`config.mk`:
```
export PLATFORM = sky130hd
export DESIGN_NAME = align_sequencer
export DESIGN_NICKNAME = d
export VERILOG_FILES = /design/src/rtl/addpkg.sv /design/src/rtl/sticky_shifter.sv /design/src/rtl/align_sequencer.sv
export SDC_FILE = /design/constraint.sdc
export NUM_CORES = 1
export LEC_CHECK = 0
export ABC_AREA = 1
export CAP_MARGIN = 20
export CORE_MARGIN = 10
export CORE_UTILIZATION = 55
export DETAILED_ROUTE_END_ITERATION = 16
export GPL_TIMING_DRIVEN = 0
export PLACE_DENSITY = 0.92
export SLEW_MARGIN = 25
export SYNTH_ARGS = -nofsm -noshare
export SYNTH_HDL_FRONTEND = slang
export SYNTH_HIERARCHICAL = 1
export SYNTH_SLANG_ARGS = --single-unit
export TNS_END_PERCENT = 5
```
`constraint.sdc`:
```
create_clock -name clk -period 3.3 [get_ports clk]
set_input_delay 0.66 -clock clk [delete_from_list [all_inputs] [get_ports clk]]
set_output_delay 0.66 -clock clk [all_outputs]
set_load 0.02 [all_outputs]
```
`src/rtl/addpkg.sv`:
```
`default_nettype none
// ----------------------------------------------------------------------------
// addpkg : shared widths and sequencer states for the FP alignment path
// Rev 1.0
// ----------------------------------------------------------------------------
package addpkg;

  localparam int SIG_W     = 24;
  localparam int ALN_W     = 27;
  localparam int MAX_SHIFT = 27;
  localparam int CNT_W     = $clog2(MAX_SHIFT + 1);

  typedef enum logic [1:0] {
    IDLE  = 2'd0,
    LOAD  = 2'd1,
    SHIFT = 2'd2,
    HOLD  = 2'd3
  } state_t;

endpackage
`default_nettype wire

```
`src/rtl/sticky_shifter.sv`:
```
`default_nettype none
// ----------------------------------------------------------------------------
// sticky_shifter : right shift by s, folding every lost bit into bit 0
// Rev 1.0
// ----------------------------------------------------------------------------
module sticky_shifter
  import addpkg::*;
(
  input  logic [ALN_W-1:0] value,
  input  logic [CNT_W-1:0] s,
  output logic [ALN_W-1:0] shifted
);

  logic [ALN_W-1:0] w_mask;
  logic             w_lost;

  always_comb begin
    w_mask  = ~({ALN_W{1'b1}} << s);
    w_lost  = |(value & w_mask);
    shifted = (value >> s) | {{(ALN_W-1){1'b0}}, w_lost};
  end

endmodule
`default_nettype wire

```
`src/rtl/align_sequencer.sv`:
```
`default_nettype none
// ----------------------------------------------------------------------------
// align_sequencer : multi-cycle exponent compare and significand alignment
// Rev 1.0
// ----------------------------------------------------------------------------
module align_sequencer
  import addpkg::*;
#(
  parameter int STEP = 4
) (
  input  logic             clk,
  input  logic             rst_n,
  input  logic             in_valid,
  output logic             in_ready,
  input  logic [31:0]      op_a,
  input  logic [31:0]      op_b,
  output logic             out_valid,
  input  logic             out_ready,
  output logic [SIG_W-1:0] sig_big,
  output logic [ALN_W-1:0] sig_small_aln,
  output logic [7:0]       exp_big,
  output logic             sign_big,
  output logic             sign_small,
  output logic             swapped
);

  localparam logic [CNT_W-1:0] c_step = CNT_W'(STEP);

  state_t           r_state;
  logic [31:0]      r_op_a;
  logic [31:0]      r_op_b;
  logic [CNT_W-1:0] r_rem;
  logic [ALN_W-1:0] r_small;
  logic [SIG_W-1:0] r_sig_big;
  logic [7:0]       r_exp_big;
  logic             r_sign_big;
  logic             r_sign_small;
  logic             r_swapped;
  logic             r_out_valid;
  logic             r_in_ready;

  logic [7:0]       w_eff_a;
  logic [7:0]       w_eff_b;
  logic             w_b_big;
  logic [7:0]       w_diff;
  logic [CNT_W-1:0] w_dclamp;
  logic [31:0]      w_big;
  logic [31:0]      w_sml;
  logic [CNT_W-1:0] w_s;
  logic [CNT_W-1:0] w_rem_next;
  logic [ALN_W-1:0] w_shifted;

  // Denormals use an effective exponent of 1 so the diff stays correct.
  always_comb begin
    w_eff_a    = (r_op_a[30:23] == 8'd0) ? 8'd1 : r_op_a[30:23];
    w_eff_b    = (r_op_b[30:23] == 8'd0) ? 8'd1 : r_op_b[30:23];
    w_b_big    = (w_eff_b > w_eff_a);
    w_big      = w_b_big ? r_op_b : r_op_a;
    w_sml      = w_b_big ? r_op_a : r_op_b;
    w_diff     = w_b_big ? (w_eff_b - w_eff_a) : (w_eff_a - w_eff_b);
    w_dclamp   = (w_diff > 8'(MAX_SHIFT)) ? CNT_W'(MAX_SHIFT) : w_diff[CNT_W-1:0];
    w_s        = (r_rem < c_step) ? r_rem : c_step;
    w_rem_next = r_rem - w_s;
  end

  sticky_shifter u_sticky_shifter (
    .value   (r_small),
    .s       (w_s),
    .shifted (w_shifted)
  );

  always_ff @(posedge clk) begin
    if (!rst_n) begin
      r_state      <= IDLE;
      r_op_a       <= '0;
      r_op_b       <= '0;
      r_rem        <= '0;
      r_small      <= '0;
      r_sig_big    <= '0;
      r_exp_big    <= '0;
      r_sign_big   <= 1'b0;
      r_sign_small <= 1'b0;
      r_swapped    <= 1'b0;
      r_out_valid  <= 1'b0;
      r_in_ready   <= 1'b1;
    end else begin
      case (r_state)
        IDLE: begin
          if (in_valid) begin
            r_op_a     <= op_a;
            r_op_b     <= op_b;
            r_in_ready <= 1'b0;
            r_state    <= LOAD;
          end
        end
        LOAD: begin
          r_sig_big    <= {|w_big[30:23], w_big[22:0]};
          r_exp_big    <= w_b_big ? w_eff_b : w_eff_a;
          r_sign_big   <= w_big[31];
          r_sign_small <= w_sml[31];
          r_swapped    <= w_b_big;
          r_small      <= {|w_sml[30:23], w_sml[22:0], 3'b000};
          r_rem        <= w_dclamp;
          if (w_dclamp == '0) begin
            r_out_valid <= 1'b1;
            r_state     <= HOLD;
          end else begin
            r_state     <= SHIFT;
          end
        end
        SHIFT: begin
          r_small <= w_shifted;
          r_rem   <= w_rem_next;
          if (w_rem_next == '0) begin
            r_out_valid <= 1'b1;
            r_state     <= HOLD;
          end
        end
        HOLD: begin
          if (out_ready) begin
            r_out_valid <= 1'b0;
            r_in_ready  <= 1'b1;
            r_state     <= IDLE;
          end
        end
        default: begin
          r_out_valid <= 1'b0;
          r_in_ready  <= 1'b1;
          r_state     <= IDLE;
        end
      endcase
    end
  end

  assign in_ready      = r_in_ready;
  assign out_valid     = r_out_valid;
  assign sig_big       = r_sig_big;
  assign sig_small_aln = r_small;
  assign exp_big       = r_exp_big;
  assign sign_big      = r_sign_big;
  assign sign_small    = r_sign_small;
  assign swapped       = r_swapped;

endmodule
`default_nettype wire

```
* Yosys cells after proc, flatten, opt, wreduce, memory -nomap -nowiden
Index checks and enable logic that the tools add are counted.
** Word-level totals
- Bits of input ports :: 68
- Output and inout port bits :: 64
- Flip-flop bits (word level) :: 135
- Logic and storage cells :: 67
** Cells by class
- Equality and inequality tests :: 7
- Multiplexer cells :: 22
- Reductions and logical operators :: 15
- Order comparisons :: 3
- Add/sub/neg operators :: 3
- Shift operators :: 2
- Bitwise logic cells :: 3
** Operators by type and width (count)
- $mux W32 :: 2
- $pmux W27 S2 :: 1
- $mux W8 :: 4
- $and A27 B27 Y27 :: 1
- $not A27 Y27 :: 1
- $or A27 B1 Y27 :: 1
- $reduce_or A27 Y1 :: 1
- $shl A27 B5 Y27 const A :: 1
- $shr A27 B5 Y27 :: 1
- $logic_not A8 Y1 :: 2
- $reduce_or A8 Y1 :: 2
- $sub A8 B8 Y8 :: 2
- $logic_not A5 Y1 :: 2
- $mux W5 :: 2
- $pmux W5 S2 :: 1
- $gt A8 B5 Y1 const B :: 1
- $gt A8 B8 Y1 :: 1
- $ne A2 B2 Y1 const B :: 4
- $pmux W2 S4 :: 1
- $mux W1 :: 6
- $mux W2 :: 3
- $reduce_and A3 Y1 :: 2
- $lt A5 B3 Y1 const B :: 1
- $sub A5 B5 Y5 :: 1
- other kinds (9) :: 11

* Longest topological paths before layout
Gate-level depths: netlist (run 1).
- Word-level depth :: 9
- Gate-level depth with buffers :: 24
- Gate-level depth less buffers :: 24

* Cells and area by module
The synthesis (run 1) kept the hierarchy.
** By module, submodules not included
- align_sequencer :: area an instance 6802.8 um^2, sequential area each 2702.6 um^2, instances 1, cells each 980
- sticky_shifter :: area an instance 1617.8 um^2, sequential area each 0.0 um^2, instances 1, cells each 361

* Least setup slack after synthesis (run 1)
Ideal clock, no wire load.
- Path type :: register to register
- From :: register r_op_a[29]
- To :: register r_sig_big[23], in the netlist sig_big[23]
- Path buffers :: 2
- Cell stages (with the launch flop) :: 23
- Slack :: 0.593 ns
- Clock period less this slack :: 2.707 ns
- Required time :: 3.185 ns
- Data arrival time :: 2.592 ns
- Path through :: dfxtp_1 > inv_1 > nand4_1 > nor4_1 > nor2_1 > inv_1 > ha_1 > inv_1 > fa_1 > nand3_2 > nand2_2 > nand2_2 > nand2_4 > nand2_4 > buf_6 > buf_6 > nand2_1 > o21ai_2 > nand2_1 > nor4_2 > nand3_1 > o211ai_1 > inv_2
** Between the ends
- Cells in the longest elaborated chain, start to end :: 5
** Ends and longest elaborated chain
- from (decl) :: line align_sequencer.sv:30 : logic [31:0] r_op_a;
- from (signal assigned) :: line align_sequencer.sv:90 : r_op_a <= op_a;
- $logic_not A8 Y1 :: line align_sequencer.sv:55 : w_eff_a = (r_op_a[30:23] == 8'd0) ? 8'd1 : r_op_a[30:23];
- $mux W8 :: line align_sequencer.sv:55
- $gt A8 B8 Y1 :: line align_sequencer.sv:57 : w_b_big = (w_eff_b > w_eff_a);
- $mux W32 (*) :: line align_sequencer.sv:58 : w_big = w_b_big ? r_op_b : r_op_a;
- $reduce_or A8 Y1 (*) :: line align_sequencer.sv:97 : r_sig_big <= {|w_big[30:23], w_big[22:0]};
- to (signal assigned) :: line align_sequencer.sv:97
- to (decl) :: line align_sequencer.sv:34 : logic [SIG_W-1:0] r_sig_big;
Mark *: on every way between the ends. The rest lies on a longest branch, timed or not.
A chain may end at the register's enable or synchronous reset.

* Worst setup path after layout (run 1)
- From :: register r_op_a[30]
- To :: register r_small[10], in the netlist sig_small_aln[10]
** Between the ends
- Cells in the longest elaborated chain, start to end :: 5
** Ends and longest elaborated chain
- $logic_not A8 Y1 :: line align_sequencer.sv:55
- $mux W8 (*) :: line align_sequencer.sv:55
- $gt A8 B8 Y1 (*) :: line align_sequencer.sv:57
- $mux W32 (*) :: line align_sequencer.sv:59 : w_sml = w_b_big ? r_op_a : r_op_b;
- $pmux W27 S2 (*) :: line align_sequencer.sv:87 : case (r_state)
- to (signal assigned) :: line align_sequencer.sv:102 : r_small <= {|w_sml[30:23], w_sml[22:0], 3'b000};
- to (signal assigned) :: line align_sequencer.sv:112 : r_small <= w_shifted;
- to (decl) :: line align_sequencer.sv:33 : logic [ALN_W-1:0] r_small;
Marked as above.

==> flow_metrics.tcl, run 1 <==
set metrics [dict create \
    initialDrtViolationCount 1323 \
    grt_max_degree 17 \
    finalHoldWorstSlack_ns 0.4684 \
    min_path_type "reg2reg" \
    path_max_fanout 10 \
    r2r-start "r_op_a[30]" \
    stdcell_area_mm2 0.01055 \
    clockBufferDepth 2 \
    cp.arrival_ns 3.49 \
    worstHoldStart "r_rem[0]" \
    clock_latency_ns 0.44 \
    period_minus_slack_ns 3.192 \
    grt_overflow 0 \
    path_clk_slew_ns 0.06 \
    async_reset_ff_share_pct 0 \
    r2r_cells 19 \
    crit_path_end "sig_small_aln[10]" \
    yosysUniqueCellTypes 45 \
    vias 9964 \
    slew_violations 0 \
    wl_um 30860 \
    ant_nets 0 \
    crit_chain "inv_2 > nand4_1 > nor4_2 > nor2_1 > inv_1 > ha_1 > inv_1 > fa_2 > nand3_2 > nand2_2 > nand2_2 > nand2_4 > nand2_4 > buf_8 > buf_4 > clkbuf_4 > nand2_1 > o211ai_1 > a31oi_1" \
    report.final.hold_viol_count 0 \
    diodes 0 \
    rr_endpoint "sig_small_aln[10]" \
    cts_tree "done" \
    dpl.hpwl_um 23580 \
    crit_start "r_op_a[30]" \
    routedWlPerCell_um 18.23 \
    synth_common_cells "nand2_1 (319), o21ai_0 (146), dfxtp_1 (135), inv_1 (128), nor2_1 (121)" \
    area_delta_synth_final_pct 25.33 \
    ys_ff_latch 135 \
    worst_pin_slew_ns 0.7586 \
    avgSynthCellArea_um2 6.279 \
    synth_area_leaders "dfxtp_1 (32%), nand2_1 (14%), o21ai_0 (8.7%)" \
    nNetsFinal 1585 \
    viasPerCell 5.885 \
    yosys.area.top_type "dfxtp_1" \
    ys.flop_type "dfxtp_1" \
    synthCells 1341 \
    finalCritPeriodShare_pct 96.71 \
    reg2reg_slack_ns 0.11 \
    cts_made_buffers 17 \
    layout-drive-gt1-share_pct 7.176 \
    slowest_delay_ns 0.38 \
    critPathLaunchType "flop" \
    drt_first_pass_iters 6 \
    ios 132 \
    critPathCaptureType "flop" \
    ctsHoldBuffers 0 \
    cap_violations 0 \
    slowest_stage "fa_2" \
    fp.coreArea_mm2 0.01509 \
    rows 45 \
    crit_type "reg2reg" \
    synth.most_common_cell "nand2_1" \
    fin_skew_ns 0.007870 \
    placed_area_mm2 0.009965 \
    dieArea_mm2 0.02066 \
    synth-edff-count 0 \
    cts.sinks 135 \
    grt.total_usage_pct 29.27 \
    power_density_mw_per_mm2 1158 \
    initial_core_util_pct 55.80 \
    route.detailed.drc 0 \
    leakage_nw 4.565 \
    fp.dieW_um 143.7 \
    netlist_area_mm2 0.008421 \
    place.gp.congestion 0.9992 \
    max-slew-margin-rel_pct 49.24 \
    antenna_found_initial 0 \
    ys_seq_area_share_pct 32.10 \
    status "finished, final reports clean" \
    required_ns 3.60 \
    ctsHtreeMaxLevel 4 \
    grt_pass1_vias 9256 \
    dieHeight_um 143.7 \
    utilization_pct 69.94 \
    cts_root_buf "clkbuf_16" \
    yosysTopAreaCellShare_pct 32.10 \
    yosysWarnings 6 \
    setup_viol 0 \
    grt_pass1_wl_um 48270 \
    setup_tns_ns 0 \
    ir_worst_vdd_mv 0.7680 \
    rsz0062_at_grt "yes" \
    fmax_mhz 313.3 \
    portBuffers 130 \
]
## cell usage in the layout (no fill, tap or decap), drive strengths merged, types with 2 or more instances in the layout
cell,netlist,layout
nand2,329,329
nor3,5,5
clkinv,2,3
clkbuf,67,86
clkdlybuf4s50,0,130
dfxtp,135,135
nand4,10,10
a21oi,90,90
nor4,3,3
nor2,127,127
o21ai,177,177
inv,137,145
conb,2,4
buf,34,33
clkinvlp,0,5
o22ai,3,3
nand3,119,119
fa,2,2
xor2,5,5
o211ai,30,30
a31oi,29,29
or2,3,3
o21a,3,3
ha,22,22
## per-layer routing
| metal | GRT usage, % | vias to the layer above | routed length [um] |
|---|---|---|---|
| li1 | - | 4693 | - |
| met1 | 36.45 | 4553 | 12320 |
| met2 | 48.33 | 633 | 14390 |
| met3 | 7.228 | 85 | 3289 |
| met4 | 9.672 | 0 | 852 |
| met5 | 0 | - | 0 |
## metrics by stage
step | std cells | power (W) | worst slack [ns]
detailed placement | 1661 | 0.01005 | 0.1381
finish | 1693 | 0.01223 | 0.1085
global placement | 1661 | 0.009910 | 0.1631
global route | 1693 | 0.01305 | -0.07097
floorplan | 1343 | 0.007624 | 0.5926
CTS | 1692 | 0.01185 | 0.1150
## registers in the layout, indices dropped and copies added, names as in the netlist
| signal | flops |
|---|---|
| sig_small_aln | 27 |
| sig_big | 24 |
| exp_big | 8 |
| out_valid | 1 |
| r_rem | 5 |
| r_op_a | 32 |
| sign_big | 1 |
| sign_small | 1 |
| r_state | 2 |
| swapped | 1 |
| r_op_b | 32 |
| in_ready | 1 |
## how the worst min path moves through the flow
stage	endpoint	slack, ns	cells after the start
floorplan	r_op_a[31]	0.44	2
global placement	r_rem[0]	0.45	2
detailed placement	r_rem[0]	0.46	2
CTS	r_rem[0]	0.47	2
global route	r_op_b[1]	0.49	2
finish	r_rem[0]	0.47	2
## power breakdown
part           leakage [nW]  switching [W]  internal, W
clock                 0.251       0.000799     0.000973
combinational          3.20        0.00514      0.00258
sequential             1.11       0.000550      0.00218
total                  4.57        0.00649      0.00573
## what timing repair did
action / in CTS / in global routing
resized for setup: 0 / 16
buffers inserted: 0 / 1
endpoints found under the setup margin: 0 / 58
## logic make-up after synthesis
logic type | after synthesis | synth area share, %
AO/OA/AOI/OAI | 337 | 21.80
flip-flops | 135 | 32.10
adder cells (fa/ha/maj) | 24 | 3.744
buffers and inverters | 240 | 11.63
XOR/XNOR | 5 | 0.5200
other | 2 | 0.08919
multiplexers | 1 | 0.1189
AND/OR/NAND/NOR | 597 | 30.00
## worst max-delay path, delay by kind of cell, from the launching register on
family	cells	cell delay, ns
flip-flops	1	0.33
buffers and inverters	6	0.77
AO/OA/AOI/OAI	2	0.31
adder cells (fa/ha/maj)	2	0.51
AND/OR/NAND/NOR	9	1.11
## cell type report
| type | count | area, um^2 |
|---|---|---|
| tap | 188 | 235.2 |
| multi-input combinational | 968 | 4771 |
| buffer | 101 | 470.5 |
| inverter | 139 | 521.8 |
| sequential | 135 | 2705 |
| clock buffer | 17 | 425.4 |
| clock inverter | 14 | 116.4 |
| timing repair buffer | 131 | 1309 |
| fill | 1272 | 4536 |
Note: power is estimated with default switching activity, not from simulation.
==> run 2: changes to the inputs <==
CORE_UTILIZATION = 53   (was 55)
PLACE_DENSITY = 0.91   (was 0.92)
SYNTH_HIERARCHICAL = not set   (was 1)
==> run 2 against run 1 <==
Compared with the run above:
- sequential cell count unchanged
- routed wire length shrank 18%
- critical path type unchanged
- highest routed layer unchanged
- largest cell class unchanged
- non-clock buffer count fell by 13
==> flow_metrics.tcl, run 2 <==
set metrics [dict create \
    layout-drive-gt1-share_pct 7.735 \
    rows 43 \
    yosysTopAreaCellShare_pct 36.60 \
    grt.total_usage_pct 25.26 \
    period_minus_slack_ns 3.128 \
    fp.coreArea_mm2 0.01377 \
    area_delta_synth_final_pct 29.93 \
    netlist_area_mm2 0.007383 \
    yosysWarnings 0 \
    cap_violations 0 \
    wl_um 25430 \
    status "finished, final reports clean" \
    ys_ff_latch 135 \
    setup_viol 0 \
    cts_tree "done" \
    dp_cells 1396 \
    initialDrtViolationCount 1013 \
    clockBufferDepth 2 \
    min_path_type "reg2reg" \
    crit_chain "inv_1 > nand4_1 > nor3_2 > nor2_1 > ha_2 > fa_2 > inv_2 > nand3_2 > nand2_2 > nand2_2 > nand2_4 > nand2_4 > buf_6 > buf_2 > o211ai_1 > o311ai_0 > a21oi_1" \
    nNetsFinal 1333 \
    vias 8345 \
    power_density_mw_per_mm2 1131 \
    finalNonFillerCells 1434 \
    viasPerCell 5.819 \
    max-slew-margin-rel_pct 52.40 \
    slowest_stage "fa_2" \
    fmax_mhz 319.7 \
    clock_latency_ns 0.43 \
    cts.sinks 135 \
    ant_nets 0 \
    grt_pass1_vias 7835 \
    avgSynthCellArea_um2 6.805 \
    grt_overflow 0 \
    synth-edff-count 0 \
    mostFrequentLayoutCells "nand2_1 (180), o21ai_0 (166), dfxtp_1 (134), clkdlybuf4s50_1 (131), nor2_1 (129)" \
    drt_first_pass_iters 6 \
    initial_core_util_pct 53.61 \
    utilization_pct 69.65 \
    total_power_w 0.01085 \
    ys.flop_type "dfxtp_1" \
    synth_common_cells "nand2_1 (180), o21ai_0 (166), dfxtp_1 (135), nor2_1 (131), inv_1 (116)" \
    setup_tns_ns 0 \
    cts_root_buf "clkbuf_16" \
    critPathLaunchType "flop" \
    leakage_nw 3.925 \
    finalCritPeriodShare_pct 94.77 \
    finalHoldWorstSlack_ns 0.4646 \
    fp.dieW_um 138.0 \
    cp.arrival_ns 3.48 \
    diodes 0 \
    synthCells 1085 \
    crit_type "reg2reg" \
    dpl.hpwl_um 18950 \
    final.fill_count 1084 \
    yosys.area.top_type "dfxtp_1" \
    report.final.hold_viol_count 0 \
    path_clk_slew_ns 0.06 \
    dieHeight_um 138.0 \
    ys_seq_area_share_pct 36.60 \
    required_ns 3.65 \
    async_reset_ff_share_pct 0 \
    routedWlPerCell_um 17.73 \
    synth.most_common_cell "nand2_1" \
    critPathCaptureType "flop" \
    ctsHtreeMaxLevel 4 \
    antenna_found_initial 0 \
    dieArea_mm2 0.01905 \
    ctsHoldBuffers 0 \
    portBuffers 131 \
    place.gp.congestion 1.003 \
    r2r-start "r_op_b[27]" \
    ir_worst_vdd_mv 0.5708 \
    route.detailed.drc 0 \
    grt_max_degree 17 \
    grt_pass1_wl_um 40650 \
    cts_made_buffers 17 \
    synth_area_leaders "dfxtp_1 (37%), o21ai_0 (11%), nand2_1 (9.2%)" \
    yosysUniqueCellTypes 49 \
    ios 132 \
    fin_skew_ns 0.005264 \
    syn_nets 1177 \
    path_max_fanout 10 \
    layout_commonest_cell "nand2_1" \
    slew_violations 0 \
    worstHoldStart "r_op_b[15]" \
    worst_pin_slew_ns 0.7140 \
    slowest_delay_ns 0.38 \
    crit_start "r_op_b[27]" \
]
-- run 2: worst max-delay path: cells and delay by family (launching register included) --
kind | cells | cell delay (ns)
compound gates | 3 | 0.77
buf+inv | 4 | 0.53
simple gates | 8 | 0.86
fa+ha+maj | 2 | 0.57
flops | 1 | 0.33
-- run 2: metal layers --
metal | track usage, % | part of all wire (%) | vias to the layer above | routed length [um]
met4 | 12.32 | 3.8 | 0 | 965
met5 | 0 | 0 | - | 0
li1 | - | - | 3922 | -
met2 | 39.98 | 46 | 532 | 11750
met3 | 5.377 | 10 | 88 | 2582
met1 | 31.84 | 40 | 3803 | 10130
-- run 2: kinds of logic after synthesis --
kind of cell	Yosys count	share of synthesized area, %
simple gates	368	21.06
compound gates	345	26.18
buf+inv	205	11.05
flops	135	36.60
fa+ha+maj	24	4.270
xor+xnor	5	0.5932
other cells	2	0.1017
mux	1	0.1356
-- run 2: path summary, 6_finish.rpt --
check | end | slack [ns] | cells past startpoint
worst max-delay path | sig_small_aln[3] | 0.17 | 17
worst min-delay path | sig_big[15] | 0.46 | 2
worst max register to register | sig_small_aln[3] | 0.17 | 17
worst min register to register | sig_big[15] | 0.46 | 2
-- run 2: stage by stage --
| stage | instance area (um^2) | setup WS (ns) |
|---|---|---|
| finish | 9593 | 0.1724 |
| floorplan | 7383 | 0.4800 |
| global placement | 8920 | -0.06558 |
| detailed placement | 8920 | -0.06893 |
| global route | 9593 | -0.009111 |
| CTS | 9518 | -0.04189 |
-- run 2: repair_timing --
action	CTS	global route
pin swaps	0	3
endpoints found under the hold margin	0	0
endpoints found under the setup margin	3	58
setup buffers	0	6
resized for setup	1	13
-- run 2: layout make-up --
cell class,instances,area [um^2],area share [%]
Clock inverter,10,118.9,1.239
Sequential cell,135,2704,28.19
Multi-Input combinational cell,745,3899,40.64
Clock buffer,22,474.2,4.943
Timing Repair Buffer,137,1356,14.14
Inverter,123,461.7,4.813
Buffer,82,354.1,3.691
Tap cell,180,225.2,2.348
-- run 2: power by group --
| part | internal (W) | total (W) | leakage (nW) | switching (W) |
|---|---|---|---|---|
| clock | 0.00117 | 0.00190 | 0.283 | 0.000730 |
| sequential | 0.00215 | 0.00258 | 1.11 | 0.000429 |
| combinational | 0.00220 | 0.00636 | 2.53 | 0.00416 |
| total | 0.00553 | 0.0108 | 3.93 | 0.00532 |
==> run 3: changes to the inputs <==
CTS_CLUSTER_SIZE = 24   (was not set)
==> results of run 3 <==
The final DEF is identical to that of run 2; final timing and power are the same.
